<file path="src/rtl/uart_pkg.sv">
// Shared UART definitions: default frame geometry and receiver state encoding.
// Used by both the receive engine and the transmitter side.
package uart_pkg;

    localparam int DEF_OVERSAMPLE = 16;
    localparam int DEF_DATA_BITS  = 8;

    typedef enum logic [2:0] {
        IDLE      = 3'd0,
        START     = 3'd1,
        DATA      = 3'd2,
        STOP      = 3'd3,
        WAIT_HIGH = 3'd4
    } rx_state_e;

endpackage

</file>
<file path="src/rtl/uart_rx_sync.sv">
// Two-flop synchronizer for the asynchronous rx pad; 2 clk latency, resets to idle-high.
// No flow control: the output simply follows the input two edges later.
module uart_rx_sync (
    input  logic clk,
    input  logic reset,
    input  logic d_i,
    output logic q_o
);

    logic meta_q;
    logic sync_q;

    always_ff @(posedge clk or posedge reset) begin
        if (reset) begin
            meta_q <= 1'b1;
            sync_q <= 1'b1;
        end else begin
            meta_q <= d_i;
            sync_q <= meta_q;
        end
    end

    assign q_o = sync_q;

endmodule

</file>
<file path="src/rtl/uart_rx_fsm.sv">
// 8N1 UART receiver on a 16x oversample enable; byte and framing-error pulses one clk after the stop sample.
// No backpressure: the consumer must take data_out on the cycle valid is high.
module uart_rx_fsm
    import uart_pkg::*;
#(
    parameter int OVERSAMPLE = DEF_OVERSAMPLE,
    parameter int DATA_BITS  = DEF_DATA_BITS
) (
    input  logic                 clk,
    input  logic                 reset,
    input  logic                 rx,
    input  logic                 sample_tick,
    output logic [DATA_BITS-1:0] data_out,
    output logic                 valid,
    output logic                 frame_err,
    output logic                 busy
);

    localparam int TICK_W = $clog2(OVERSAMPLE);
    localparam int BIT_W  = $clog2(DATA_BITS + 1);

    localparam logic [TICK_W-1:0] TICK_MID  = TICK_W'(OVERSAMPLE / 2 - 1);
    localparam logic [TICK_W-1:0] TICK_LAST = TICK_W'(OVERSAMPLE - 1);
    localparam logic [BIT_W-1:0]  BIT_LAST  = BIT_W'(DATA_BITS - 1);

    logic rx_s;

    rx_state_e            state_q;
    logic [TICK_W-1:0]    tick_cnt_q;
    logic [TICK_W-1:0]    tick_cnt_d;
    logic [BIT_W-1:0]     bit_cnt_q;
    logic [BIT_W-1:0]     bit_cnt_d;
    logic [DATA_BITS-1:0] shift_q;
    logic [DATA_BITS-1:0] shift_d;
    logic [DATA_BITS-1:0] data_out_q;
    logic                 valid_q;
    logic                 frame_err_q;
    logic                 busy_q;

    uart_rx_sync u_sync (
        .clk   (clk),
        .reset (reset),
        .d_i   (rx),
        .q_o   (rx_s)
    );

    assign tick_cnt_d = tick_cnt_q + 1'b1;
    assign bit_cnt_d  = bit_cnt_q + 1'b1;
    // LSB arrives first, so after DATA_BITS shifts it has reached bit 0.
    assign shift_d    = {rx_s, shift_q[DATA_BITS-1:1]};

    always_ff @(posedge clk or posedge reset) begin
        if (reset) begin
            state_q     <= IDLE;
            tick_cnt_q  <= '0;
            bit_cnt_q   <= '0;
            shift_q     <= '0;
            data_out_q  <= '0;
            valid_q     <= 1'b0;
            frame_err_q <= 1'b0;
            busy_q      <= 1'b0;
        end else begin
            valid_q     <= 1'b0;
            frame_err_q <= 1'b0;
            case (state_q)
                IDLE: begin
                    if (!rx_s) begin
                        state_q    <= START;
                        tick_cnt_q <= '0;
                        busy_q     <= 1'b1;
                    end
                end
                START: begin
                    if (sample_tick) begin
                        if (tick_cnt_q == TICK_MID) begin
                            tick_cnt_q <= '0;
                            if (!rx_s) begin
                                state_q   <= DATA;
                                bit_cnt_q <= '0;
                            end else begin
                                state_q <= IDLE;
                                busy_q  <= 1'b0;
                            end
                        end else begin
                            tick_cnt_q <= tick_cnt_d;
                        end
                    end
                end
                DATA: begin
                    if (sample_tick) begin
                        if (tick_cnt_q == TICK_LAST) begin
                            tick_cnt_q <= '0;
                            shift_q    <= shift_d;
                            bit_cnt_q  <= bit_cnt_d;
                            if (bit_cnt_q == BIT_LAST) begin
                                state_q <= STOP;
                            end
                        end else begin
                            tick_cnt_q <= tick_cnt_d;
                        end
                    end
                end
                STOP: begin
                    if (sample_tick) begin
                        if (tick_cnt_q == TICK_LAST) begin
                            tick_cnt_q <= '0;
                            if (rx_s) begin
                                data_out_q <= shift_q;
                                valid_q    <= 1'b1;
                                state_q    <= IDLE;
                                busy_q     <= 1'b0;
                            end else begin
                                frame_err_q <= 1'b1;
                                state_q     <= WAIT_HIGH;
                            end
                        end else begin
                            tick_cnt_q <= tick_cnt_d;
                        end
                    end
                end
                WAIT_HIGH: begin
                    // A held-low line (break) must not restart reception until it idles high.
                    if (sample_tick && rx_s) begin
                        state_q <= IDLE;
                        busy_q  <= 1'b0;
                    end
                end
                default: begin
                    state_q <= IDLE;
                    busy_q  <= 1'b0;
                end
            endcase
        end
    end

    assign data_out  = data_out_q;
    assign valid     = valid_q;
    assign frame_err = frame_err_q;
    assign busy      = busy_q;

endmodule

</file>
<file path="config.mk">
export PLATFORM = sky130hd
export DESIGN_NAME = uart_rx_fsm
export DESIGN_NICKNAME = d
export VERILOG_FILES = /design/src/rtl/uart_pkg.sv /design/src/rtl/uart_rx_sync.sv /design/src/rtl/uart_rx_fsm.sv
export SDC_FILE = /design/constraint.sdc
export NUM_CORES = 1
export LEC_CHECK = 0
export ABC_AREA = 1
export CAP_MARGIN = 25
export CORE_AREA = 2 2 55 57
export CTS_CLUSTER_DIAMETER = 100
export DETAILED_ROUTE_END_ITERATION = 7
export DIE_AREA = 0 0 57 59
export PLACE_DENSITY = 0.91
export SETUP_SLACK_MARGIN = 0.15
export SYNTH_ARGS = -nofsm -noshare
export SYNTH_HDL_FRONTEND = slang
export SYNTH_SLANG_ARGS = --single-unit
</file>
<file path="constraint.sdc">
create_clock -name clk -period 2.5 [get_ports clk]
set_input_delay 0.375 -clock clk [delete_from_list [all_inputs] [get_ports clk]]
set_output_delay 0.375 -clock clk [all_outputs]
set_load 0.01 [all_outputs]
</file>
==> metrics.csv <==
metric,value,unit
cp-end-kind,primary output,
syn2layout_area_growth,14.5,%
antennaDiodeCount,0,
final_util,0.680,
cts.reportedPaths.clkPinSlew,0.10,ns
syn-num-nets,189,
grt_usage,0.190,
p_leak,0.000873,uW
chipWidth,57,microns
die_h,59,microns
synth_top_family_by_area,simple AND/OR/NAND/NOR gates,
slowest_stage,clkdlybuf4s50_1,
crit_type,reg2out,
critPathTopFamily,buffers and inverters,
hpwl,2090,microns
p_per_area,840,nW/um^2
dr.first_iter.drc_count,37,
routed_via_density,5.19,
routabilityCongestion,0.857,
critPathRequiredTime,2.12,ns
total_power,1550,uW
synth_compound_area_frac,0.0932,
cts_root_buffer,clkbuf_4,
synthMuxAreaShare,0,
worstSkewPairLatency,0.34,ns
htree_levels,2,
path_cells,clkdlybuf4s50_1,
instances_no_fill,234,
clock.fmax,605,MHz
rsz0062_at_grt,false,
cts_buffers,5,
drc_errors,0,
cp_num_buf_inv,1,
grt_pass1_vias,1054,
yosysWarningCount,0,
syn_area,1610,sq um
hold_buffers,0,
regToRegSetupSlack,0.95,ns
multiInputGateArea,696,sq um
crit_arrival,1.28,ns
setup-tns-final,0,ns
skew,0.0106,ns
final_antenna_net_count,0,
relSlewSlack,0.727,
vias,1214,
io_buffers,14,
drt-pass1-iter-count,4,
holdWs,0.365,ns
fin_crit,1.65,ns
floorplan.initialDensity,0.594,
finalWirelength,2840,microns
num_rows,19,
die-area,3360,sq um
nFillCells,220,
yosys.area_share.simple,0.312,
cts_tree,built,
cts_resized,0,
cap_violations,0,
cts.sinks,32,
ys_seq_elements,32,
antenna_found_initial,0,
ir_drop,658,uV
worst_setup_path_start_kind,register,
grt_overflow_total,0,
status,completed,
synth_cells,183,
hold_violations,0,
ioPinCount,15,
setup_viol,0,
cp_slowest_stage_delay,0.55,ns
placedCellCount,226,
synth_cell_type_count,26,
cts.path.max_buffers,2,
grt_max_degree,33,
cp_max_fo,2,
synth_fa_ha_area_frac,0.0155,
regArea,803,sq um
grt_pass1_wl,4640,microns
routedWlPerCell,12.1,microns
tightest_slew,0.410,ns
holdCritPathClass,reg2reg,
fp.coreArea,2710,sq um
postCtsSetupBuffers,0,
ys_seq_area_frac,0.499,
drive_gt1_frac,0.222,
slew_viol_final,0,
synth-xor-area-share,0.0109,
num-nets-final,208,
period_share,0.661,
avgSynthCellArea,8.80,sq um
==> synthesized netlist by cell type <==
master | count | area, sq um
inv_1 | 12 | 45.0
nor2_1 | 8 | 30.0
nand3_1 | 14 | 70.1
inv_2 | 6 | 22.5
nand2_2 | 5 | 31.3
inv_4 | 1 | 6.26
clkinv_1 | 1 | 3.75
nand2_4 | 2 | 22.5
o21ai_1 | 13 | 65.1
dfstp_2 | 2 | 52.6
a21oi_1 | 2 | 10.0
nor2_4 | 3 | 33.8
ha_1 | 2 | 25.0
nor2_2 | 5 | 31.3
nand2_1 | 55 | 206
buf_6 | 3 | 33.8
nand3_2 | 1 | 10.0
nand3_4 | 2 | 35.0
o21a_1 | 1 | 7.51
xor2_1 | 2 | 17.5
o22ai_1 | 1 | 6.26
or2_2 | 2 | 12.5
o21ai_2 | 7 | 61.3
nand3b_1 | 2 | 15.0
dfrtp_1 | 30 | 751
nor3_1 | 1 | 5.00
==> final cells by class <==
type | count | share of cell area
Tap cell | 31 | 0.0210
Timing Repair Buffer | 15 | 0.0801
Clock inverter | 3 | 0.0231
Sequential cell | 32 | 0.436
Multi-Input combinational cell | 128 | 0.377
Inverter | 20 | 0.0421
Clock buffer | 5 | 0.0204
==> path summary, 6_finish.rpt <==
check                                    from           to  cells after the start
worst max-delay path              data_out[7]  data_out[7]                      1
min in group asynchronous               reset    frame_err                      3
worst max register to register  tick_cnt_q[0]         busy                     10
worst min-delay path            u_sync.meta_q   u_sync.q_o                      0
worst min register to register  u_sync.meta_q   u_sync.q_o                      0
max in group asynchronous               reset   u_sync.q_o                      3
==> kinds of logic after synthesis <==
| group | after synthesis |
|---|---|
| compound gates | 24 |
| xor+xnor | 2 |
| fa+ha+maj | 2 |
| buf+inv | 23 |
| flops | 32 |
| simple gates | 100 |
==> per-stage QoR <==
step | setup slack (ns) | area [sq um]
after floorplan | 1.14 | 1610
after global placement | 0.870 | 1760
after detailed placement | 0.821 | 1760
after CTS | 0.839 | 1840
after global routing | 0.807 | 1840
final | 0.846 | 1840
==> cell usage in the layout, fill, tap and decap left out <==
cell type	instances
o22ai_1	1
clkinvlp_4	1
a21oi_1	2
nand3b_1	2
clkbuf_4	5
nand3_4	2
nor2_2	5
clkdlybuf4s50_1	14
buf_4	1
dfrtp_1	30
xor2_1	2
o21a_1	1
inv_4	1
inv_2	6
nor3_1	1
clkinv_2	1
or2_2	2
bufinv_16	1
nand2_1	55
inv_1	12
nand3_2	1
o21ai_1	13
dfstp_2	2
nand2_4	2
clkinv_1	1
nor2_1	8
nor2_4	3
o21ai_2	7
ha_1	2
nand3_1	14
nand2_2	5
==> sequential cells by signal (all words and copies together) (netlist names) <==
name,flops
data_out,8
shift_q,8
bit_cnt_q,4
tick_cnt_q,4
state_q,3
busy,1
frame_err,1
u_sync.meta_q,1
u_sync.q_o,1
valid,1
==> power breakdown <==
| group | internal [uW] | total (uW) | switching [uW] |
|---|---|---|---|
| clock | 208 | 390 | 182 |
| sequential | 578 | 667 | 89.5 |
| combinational | 177 | 491 | 315 |
| total | 963 | 1550 | 586 |
==> routing by layer <==
layer,routed length (microns),vias to the layer above,track usage
met3,138,12,0.0655
met4,78,0,0.0997
li1,-,621,-
met5,0,-,0
met1,1350,552,0.253
met2,1280,29,0.276
No activity file was read; power rests on OpenSTA's default activity.
